==> config.mk <==
export PLATFORM = sky130hd
export DESIGN_NAME = alu_seq16_flat
export DESIGN_NICKNAME = d
export VERILOG_FILES = /design/src/rtl/alu_seq16_if.sv /design/src/rtl/alu_seq16.sv /design/src/flat_wrapper.sv
export SDC_FILE = /design/constraint.sdc
export NUM_CORES = 1
export LEC_CHECK = 0
export CAP_MARGIN = 20
export CORE_UTILIZATION = 35
export CTS_CLUSTER_SIZE = 8
export DETAILED_ROUTE_END_ITERATION = 12
export HOLD_SLACK_MARGIN = 0.15
export SETUP_SLACK_MARGIN = 0.3
export SYNTH_ARGS = -nofsm -noshare
export SYNTH_HDL_FRONTEND = slang
export SYNTH_SLANG_ARGS = --single-unit
==> constraint.sdc <==
create_clock -name clk -period 1.8 [get_ports clk]
set_input_delay 0.36 -clock clk [delete_from_list [all_inputs] [get_ports clk]]
set_output_delay 0.36 -clock clk [all_outputs]
set_load 0.05 [all_outputs]
==> src/rtl/alu_seq16_if.sv <==
// ---------------------------------------------------------------------------
// alu_seq16_pkg / alu_seq16_if
// Shared types and the bundled command, result and ALU-drive signals of the
// 16-bit arithmetic sequencer.
// Revision: 1.0 - initial release
// ---------------------------------------------------------------------------
`default_nettype none

package alu_seq16_pkg;

  // Flag nibble in SM83 order {Z,N,H,C}
  typedef struct packed {
    logic z;
    logic n;
    logic h;
    logic c;
  } flags_t;

  // Operations of the shared 8-bit ALU used by the sequencer
  typedef enum logic [2:0] {
    ALU_ADD = 3'd0,
    ALU_ADC = 3'd1,
    ALU_SUB = 3'd2,
    ALU_SBC = 3'd3
  } alu_op_t;

  localparam logic [1:0] OP_ADD16  = 2'd0;
  localparam logic [1:0] OP_ADDSPE = 2'd1;
  localparam logic [1:0] OP_INC16  = 2'd2;
  localparam logic [1:0] OP_DEC16  = 2'd3;

endpackage

interface alu_seq16_if;
  import alu_seq16_pkg::*;

  // Command port from the CPU control unit
  logic        cmd_valid;
  logic        cmd_ready;
  logic [1:0]  cmd_op;
  logic [15:0] opa;
  logic [15:0] opb;
  flags_t      flags_in;

  // Result port
  logic        out_valid;
  logic        out_ready;
  logic [15:0] res;
  flags_t      flags_out;

  // Drive toward / response from the shared 8-bit ALU
  logic        alu_en;
  alu_op_t     alu_op;
  logic [7:0]  alu_a;
  logic [7:0]  alu_b;
  flags_t      alu_flags;
  logic [7:0]  alu_res;
  flags_t      alu_flags_out;

  // The sequencer: target of the command port, initiator toward the ALU
  modport slave (
    input  cmd_valid, cmd_op, opa, opb, flags_in, out_ready,
    input  alu_res, alu_flags_out,
    output cmd_ready, out_valid, res, flags_out,
    output alu_en, alu_op, alu_a, alu_b, alu_flags
  );

  // The surroundings: control unit plus the ALU itself
  modport master (
    output cmd_valid, cmd_op, opa, opb, flags_in, out_ready,
    output alu_res, alu_flags_out,
    input  cmd_ready, out_valid, res, flags_out,
    input  alu_en, alu_op, alu_a, alu_b, alu_flags
  );

endinterface

`default_nettype wire

==> src/rtl/alu_seq16.sv <==
// ---------------------------------------------------------------------------
// alu_seq16
// Runs SM83 16-bit ADD HL,rr / ADD SP,e8 / INC rr / DEC rr as two byte passes
// (low then high) through the shared 8-bit ALU, carry chained in a register.
// Optional macro ALU_SEQ16_FAST_INCDEC_EN: INC16/DEC16 computed internally in
// the acceptance cycle, skipping the ALU passes.
// Revision: 1.0 - initial release
// ---------------------------------------------------------------------------
`default_nettype none

module alu_seq16
  import alu_seq16_pkg::*;
(
  input  wire logic   clk,
  input  wire logic   reset,
  alu_seq16_if.slave  bus
);

`ifdef ALU_SEQ16_FAST_INCDEC_EN
  localparam logic c_FAST_INCDEC = 1'b1;
`else
  localparam logic c_FAST_INCDEC = 1'b0;
`endif

  typedef enum logic [1:0] {
    S_IDLE = 2'd0,
    S_LO   = 2'd1,
    S_HI   = 2'd2,
    S_DONE = 2'd3
  } state_t;

  state_t      r_state;
  state_t      w_state_nxt;

  logic [1:0]  r_op;
  logic [15:0] r_opa;
  logic [15:0] r_opb;
  flags_t      r_flags_l;
  logic        r_h_lo;
  logic        r_c_lo;
  logic [15:0] r_res;
  flags_t      r_flags_out;

  logic        w_accept;
  logic        w_is_incdec;
  logic [15:0] w_incdec;

  logic        w_alu_en;
  alu_op_t     w_alu_op;
  logic [7:0]  w_alu_a;
  logic [7:0]  w_alu_b;
  flags_t      w_alu_flags;

  // Z and N from the ALU never influence a 16-bit result
  logic        w_unused;
  assign w_unused = &{1'b0, bus.alu_flags_out.z, bus.alu_flags_out.n};

  assign w_accept    = (r_state == S_IDLE) && bus.cmd_valid && !reset;
  assign w_is_incdec = (bus.cmd_op == OP_INC16) || (bus.cmd_op == OP_DEC16);
  assign w_incdec    = (bus.cmd_op == OP_DEC16) ? (bus.opa - 16'd1) : (bus.opa + 16'd1);

  // Next-state selection and ALU drive; the ALU sees zeros outside LO/HI
  always_comb begin
    w_state_nxt = r_state;
    w_alu_en    = 1'b0;
    w_alu_op    = ALU_ADD;
    w_alu_a     = 8'h00;
    w_alu_b     = 8'h00;
    w_alu_flags = '0;
    case (r_state)
      S_IDLE: begin
        if (w_accept) begin
          w_state_nxt = (c_FAST_INCDEC && w_is_incdec) ? S_DONE : S_LO;
        end
      end
      S_LO: begin
        w_alu_en    = 1'b1;
        w_alu_a     = r_opa[7:0];
        w_alu_flags = r_flags_l;
        case (r_op)
          OP_ADD16:  w_alu_b = r_opb[7:0];
          OP_ADDSPE: w_alu_b = r_opb[7:0];
          OP_INC16:  w_alu_b = 8'h01;
          default: begin
            w_alu_op = ALU_SUB;
            w_alu_b  = 8'h01;
          end
        endcase
        w_state_nxt = S_HI;
      end
      S_HI: begin
        w_alu_en    = 1'b1;
        w_alu_a     = r_opa[15:8];
        w_alu_flags = '{z: r_flags_l.z, n: r_flags_l.n, h: r_flags_l.h, c: r_c_lo};
        case (r_op)
          OP_ADD16: begin
            w_alu_op = ALU_ADC;
            w_alu_b  = r_opb[15:8];
          end
          OP_ADDSPE: begin
            w_alu_op = ALU_ADC;
            w_alu_b  = {8{r_opb[7]}};   // sign extension of e8
          end
          OP_INC16:  w_alu_op = ALU_ADC;
          default:   w_alu_op = ALU_SBC; // C carries the low-byte borrow
        endcase
        w_state_nxt = S_DONE;
      end
      default: begin
        if (bus.out_ready) begin
          w_state_nxt = S_IDLE;
        end
      end
    endcase
  end

  // State register, command latch and per-pass result capture
  always_ff @(posedge clk) begin
    if (reset) begin
      r_state     <= S_IDLE;
      r_op        <= 2'd0;
      r_opa       <= 16'h0000;
      r_opb       <= 16'h0000;
      r_flags_l   <= '0;
      r_h_lo      <= 1'b0;
      r_c_lo      <= 1'b0;
      r_res       <= 16'h0000;
      r_flags_out <= '0;
    end else begin
      r_state <= w_state_nxt;
      case (r_state)
        S_IDLE: begin
          if (w_accept) begin
            r_op      <= bus.cmd_op;
            r_opa     <= bus.opa;
            r_opb     <= bus.opb;
            r_flags_l <= bus.flags_in;
            if (c_FAST_INCDEC && w_is_incdec) begin
              r_res       <= w_incdec;
              r_flags_out <= bus.flags_in;
            end
          end
        end
        S_LO: begin
          r_res[7:0] <= bus.alu_res;
          r_h_lo     <= bus.alu_flags_out.h;
          r_c_lo     <= bus.alu_flags_out.c;
        end
        S_HI: begin
          r_res[15:8] <= bus.alu_res;
          case (r_op)
            OP_ADD16:  r_flags_out <= '{z: r_flags_l.z, n: 1'b0,
                                        h: bus.alu_flags_out.h, c: bus.alu_flags_out.c};
            OP_ADDSPE: r_flags_out <= '{z: 1'b0, n: 1'b0, h: r_h_lo, c: r_c_lo};
            default:   r_flags_out <= r_flags_l;
          endcase
        end
        default: ;
      endcase
    end
  end

  assign bus.cmd_ready = (r_state == S_IDLE) && !reset;
  assign bus.out_valid = (r_state == S_DONE);
  assign bus.res       = r_res;
  assign bus.flags_out = r_flags_out;
  assign bus.alu_en    = w_alu_en;
  assign bus.alu_op    = w_alu_op;
  assign bus.alu_a     = w_alu_a;
  assign bus.alu_b     = w_alu_b;
  assign bus.alu_flags = w_alu_flags;

endmodule

`default_nettype wire

==> src/flat_wrapper.sv <==
// flat-port wrapper written by rule: the top's interface ports become plain ports
module alu_seq16_flat import alu_seq16_pkg::*;
  (clk, reset, bus_cmd_valid, bus_cmd_op, bus_opa, bus_opb, bus_flags_in, bus_out_ready, bus_alu_res, bus_alu_flags_out, bus_cmd_ready, bus_out_valid, bus_res, bus_flags_out, bus_alu_en, bus_alu_op, bus_alu_a, bus_alu_b, bus_alu_flags);
  alu_seq16_if bus_i ();
  input  wire logic clk;
  input  wire logic reset;
  input wire logic [$bits(bus_i.cmd_valid)-1:0] bus_cmd_valid;
  input wire logic [$bits(bus_i.cmd_op)-1:0] bus_cmd_op;
  input wire logic [$bits(bus_i.opa)-1:0] bus_opa;
  input wire logic [$bits(bus_i.opb)-1:0] bus_opb;
  input wire logic [$bits(bus_i.flags_in)-1:0] bus_flags_in;
  input wire logic [$bits(bus_i.out_ready)-1:0] bus_out_ready;
  input wire logic [$bits(bus_i.alu_res)-1:0] bus_alu_res;
  input wire logic [$bits(bus_i.alu_flags_out)-1:0] bus_alu_flags_out;
  output wire logic [$bits(bus_i.cmd_ready)-1:0] bus_cmd_ready;
  output wire logic [$bits(bus_i.out_valid)-1:0] bus_out_valid;
  output wire logic [$bits(bus_i.res)-1:0] bus_res;
  output wire logic [$bits(bus_i.flags_out)-1:0] bus_flags_out;
  output wire logic [$bits(bus_i.alu_en)-1:0] bus_alu_en;
  output wire logic [$bits(bus_i.alu_op)-1:0] bus_alu_op;
  output wire logic [$bits(bus_i.alu_a)-1:0] bus_alu_a;
  output wire logic [$bits(bus_i.alu_b)-1:0] bus_alu_b;
  output wire logic [$bits(bus_i.alu_flags)-1:0] bus_alu_flags;
  assign bus_i.cmd_valid = bus_cmd_valid;
  assign bus_i.cmd_op = bus_cmd_op;
  assign bus_i.opa = bus_opa;
  assign bus_i.opb = bus_opb;
  assign bus_i.flags_in = bus_flags_in;
  assign bus_i.out_ready = bus_out_ready;
  assign bus_i.alu_res = bus_alu_res;
  assign bus_i.alu_flags_out = bus_alu_flags_out;
  assign bus_cmd_ready = bus_i.cmd_ready;
  assign bus_out_valid = bus_i.out_valid;
  assign bus_res = bus_i.res;
  assign bus_flags_out = bus_i.flags_out;
  assign bus_alu_en = bus_i.alu_en;
  assign bus_alu_op = bus_i.alu_op;
  assign bus_alu_a = bus_i.alu_a;
  assign bus_alu_b = bus_i.alu_b;
  assign bus_alu_flags = bus_i.alu_flags;
  alu_seq16 u_core (.clk(clk), .reset(reset), .bus(bus_i));
endmodule
# Yosys cells after proc, flatten, opt, wreduce, memory -nomap -nowiden
# Index checks and enable logic that the tools add are counted.
[op_classes]
n_addsub = 0
n_mul = 0
n_div = 0
magnitude_cmp = 0
eq_ne = 6
shifts = 0
mux = 13
n_bitwise = 0
n_reduce_logical = 12
[op_table]
columns = ["op", "n"]
rows = [
  ["8-bit case mux with 2 select lines", 3],
  ["4-bit case mux with 2 select lines", 2],
  ["2-bit 2-to-1 mux", 4],
  ["8-bit 2-to-1 mux", 1],
  ["2-bit == test (second input constant)", 3],
  ["2-bit case mux with 3 select lines", 1],
  ["3-bit case mux with 2 select lines", 1],
  ["2-bit by 1-bit == test with 1-bit output (second input constant)", 2],
  ["2-bit logical NOT", 2],
  ["2-bit AND reduction", 2],
  ["4-bit nonzero test", 1],
  ["2-bit OR reduction", 2],
  ["1-bit logical AND", 3],
  ["3-bit OR reduction", 1],
  ["2-bit by 1-bit != test with 1-bit output (second input constant)", 1],
  ["1-bit logical NOT", 1],
  ["1-bit 2-to-1 mux", 1],
]
[word_totals]
reg_bits = 62
latchBits = 0
ram_bits = 0
rom_bits = 0
in_bits = 54
output_inout_bits = 46
elab_cells = 47
memories = 0

# Depth between registers and ports, before layout
[depth]
word_depth = 5
depth_mapped = 7
depth_no_buf = 5

# Least setup slack after synthesis
# OpenSTA, ideal clock, no wires.
[synth_path]
path_kind = "reg-to-output"
from = "register u_core.r_state[0]"
to = "output bus_alu_b[1]"
arrival_ps = 2127
required_ps = 1440
slack_ps = -687
path_stages_with_launch = 7
path_buffers = 2
path_cell_list = "dfxtp_1 > inv_1 > ha_1 > buf_6 > buf_2 > o21ai_1 > a21oi_1"
[synth_between]
elab_chain_len = 2
word_cells_on_any_way = 3
cone_classes = "eq/ne (2); mux (1)"
[synth_rtl]
columns = ["item", "line", "text"]
rows = [
  ["start: declaration", "alu_seq16.sv:32", "state_t r_state;"],
  ["start signal: assignment", "alu_seq16.sv:130", "r_state <= w_state_nxt;"],
  ["2-bit == test or 2-bit by 1-bit == test with 1-bit output (tied branches)", "alu_seq16.sv:70", "case (r_state)"],
  ["8-bit case mux with 2 select lines *", "alu_seq16.sv:70", ""],
  ["end: declaration", "flat_wrapper.sv:22", "output wire logic [$bits(bus_i.alu_b)-1:0] bus_alu_b;"],
]
# Mark *: on every way between the ends. The rest lies on a longest branch, timed or not.

# Final worst setup path
[layout_path]
from = "register u_core.r_state[0]"
to = "output bus_alu_b[7]"
# Same word-level chain as after synthesis.

==> flow_summary.ini <==
[global_routing]
grtUsageTotal_pct = 17.7
use_met2_pct = 28.0
grt_overflow_total = 0
grt_pass1_wl_um = 11900
busiest_layer = met2
first_global_vias = 2449
grt_use_met3_pct = 5.97
met1_usage_pct = 23.4
grt_max_degree = 37
antenna_found_initial = 0

[worst_setup_path]
cp_cell_sequence = inv_4 > ha_4 > nand2b_4 > a21oi_4 > buf_12
worstSetupPathType = flip-flop to primary output
slowest_delay_ps = 390
start_kind = flip-flop
worstSetupEndpointType = primary output
endpoint = bus_alu_b[7]
cp-startpoint = u_core.r_state[0]$_SDFFE_PP0P_
rr_startpoint = u_core.r_state[1]$_SDFFE_PP0P_
cp.depth = 5
crit_required_ps = 1440
crit_family = flip-flops
r2r_end = u_core.r_state[0]$_SDFFE_PP0P_
crit_fanout = 7
crit_slowest_cell = dfxtp_4
ff2ff_setup_slack_ps = 180
cp_data_arrival_time_ps = 1610
path_buf_inv = 2
reg2reg_depth = 8

[placement]
pre_cts_ws_ps = 55.0
hpwl_um = 4950
place.gp.congestion = 0.709
io_buffers = 96
placed_cell_area_um2 = 4320

[clock_tree]
clk_pin_slew_worst_paths_ps = 70
cts_tree = built
clockBufferDepth = 2
cts_num_sinks = 62
numCtsBuffers = 9
clockRootBuffer = clkbuf_8
insertion_delay_ps = 330
htreeDepth = 3

[route]
route.antenna.remaining_nets = 0
dr.pass1.iters = 4
wire_per_inst_um = 13.3
drc = 0
drt-initial-drc-count = 80
totalWireLength_um = 7250
num_vias = 2553
via_per_inst = 4.69

[floorplan]
initial_core_util_pct = 36.5
die-area_um2 = 8450
num_rows = 32
num_io_pins = 100
die_h_um = 91.9
fp.dieW_um = 91.9
core_um2 = 7770

[power]
power.leakage_nw = 1.76
powerDensity_nw_per_um2 = 1300
ir_drop_mv = 0.851

[run_status]
failed_checks = negative setup slack
outcome = finished, violations left

[yosys]
synth_seq_area_share_pct = 43.8
synth_commonest_cells = 62 x dfxtp_1, 47 x nand2b_1, 45 x nand2_1
synth_area_leaders = dfxtp_1 44%, nand2b_1 10%, o21ai_1 7.8%, mux2i_1 6.7%, nand2_1 6.0%
syn_nets = 392
syn-cell-area_um2 = 2830
synth_seq_cells = 62
synth_async_sr_flop_share_pct = 0
synth_top_area_share_pct = 43.8
synth-edff-count = 0
ys_types = 29
synth_top_area_cell = dfxtp_1
yosys.cell_count.top_type = dfxtp_1
yosys_warnings = 0
synth_cells = 333
syn_area_per_cell_um2 = 8.50
ys.flop_type = dfxtp_1

[cells_and_area]
final_nets = 499
post_route_cells_drive_above_1_share_pct = 33.5
design_area_um2 = 4790
area_growth_pct = 69.2
num_antenna_cells = 0

[timing]
finalHoldViolCount = 0
finalCritPeriodShare_pct = 109
fin_ws_ps = -169
timing.fmax_mhz = 508
fin_crit_ps = 1970
finalMaxSlewViolations = 0
finClkSkew_ps = 6.12
rsz0062_at_grt = yes
setup_violations = 22

[worst_hold_path]
hold_class = primary input to flip-flop

[run]
maxCapViolCount = 0
logic make-up (layout without fill, tap and decap cells):
kind of cell	count (synthesis)	in the layout	share of synthesized area [%]
adders and majority gates	5	5	2.21
AOI/OAI and AO/OA	73	73	14.2
buffers and inverters	30	139	6.14
and+or+nand+nor	140	140	25.4
DFF	62	62	43.8
other	1	1	0.132
muxes	22	22	8.04
final cells by class:
class	instances	area, um2
Multi-Input combinational cell	241	1770
Inverter	3	16.3
Clock buffer	12	165
Sequential cell	62	1250
Fill cell	680	2980
Clock inverter	1	30.0
Tap cell	102	128
Timing Repair Buffer	123	1430
layout by cell type (no fill, tap or decap), types with 3 or more instances in the layout:
cell / count
a21oi_1: 4
nor2b_1: 8
clkbuf_8: 12
buf_4: 32
dfxtp_1: 60
o21ai_2: 7
nand2_1: 39
o21ai_1: 39
nand2_2: 5
o211ai_1: 3
clkdlybuf4s50_1: 50
buf_6: 13
a21oi_4: 7
nor2b_4: 10
ha_4: 3
a22oi_2: 9
nor2_1: 20
buf_12: 27
nand2b_1: 46
mux2i_1: 19
and2_4: 3
timing repair:
item / 4_1_cts / 5_1_grt
buffers inserted: 6 / 3
resized for setup: 36 / 13
pin swaps: 15 / 4
hold buffers: 0 / 0
setup endpoints to repair: 26 / 32
report_power, final:
| part | switching, mW | internal [mW] |
|---|---|---|
| registers | 0.198 | 1.68 |
| logic | 1.64 | 1.49 |
| clock network | 0.501 | 0.730 |
how the worst min path moves through the flow:
stage / from / to / slack (ps) / cells past startpoint
final: reset / u_core.r_state[1]$_SDFFE_PP0P_ / 420 / 3
after CTS: reset / u_core.r_state[1]$_SDFFE_PP0P_ / 430 / 3
after floorplan: u_core.r_opb[10]$_SDFFE_PP0P_ / u_core.r_opb[10]$_SDFFE_PP0P_ / 440 / 2
after global routing: reset / u_core.r_state[0]$_SDFFE_PP0P_ / 450 / 3
after global placement: u_core.r_opb[12]$_SDFFE_PP0P_ / u_core.r_opb[12]$_SDFFE_PP0P_ / 450 / 2
after detailed placement: u_core.r_opa[4]$_SDFFE_PP0P_ / u_core.r_opa[4]$_SDFFE_PP0P_ / 450 / 2
tightest hold or removal path, delay by kind of cell:
family                 cells  cell delay (ps)
AND/OR/NAND/NOR            1              120
buffers and inverters      1              180
multiplexers               1               50
stage by stage:
step / util [%] / instances / hold slack, ps / TNS, ps / power (mW)
finish: 61.7 / 544 / 424 / -2900 / 6.23
floorplan: - / 333 / 438 / 0 / 3.76
CTS: 60.7 / 541 / 429 / -3220 / 6.19
detailed placement: 55.7 / 522 / 453 / 0 / 4.63
global route: 61.7 / 544 / 451 / -4330 / 6.56
global placement: 55.7 / 522 / 449 / 0 / 4.59
state kept, by name, indices dropped and copies added (netlist names):
register / cells
u_core.bus.res: 16
u_core.r_opa: 16
u_core.r_opb: 16
u_core.bus.flags_out: 4
u_core.r_flags_l: 4
u_core.r_op: 2
u_core.r_state: 2
u_core.r_c_lo: 1
u_core.r_h_lo: 1
layer usage:
layer / part of all wire, % / vias up / routed length (um)
met5: 0 / - / 0
met4: 0.86 / 0 / 62
met3: 5.6 / 8 / 405
met2: 46 / 62 / 3320
met1: 48 / 1181 / 3460
li1: - / 1302 / -
Note: power is estimated with default switching activity, not from simulation.
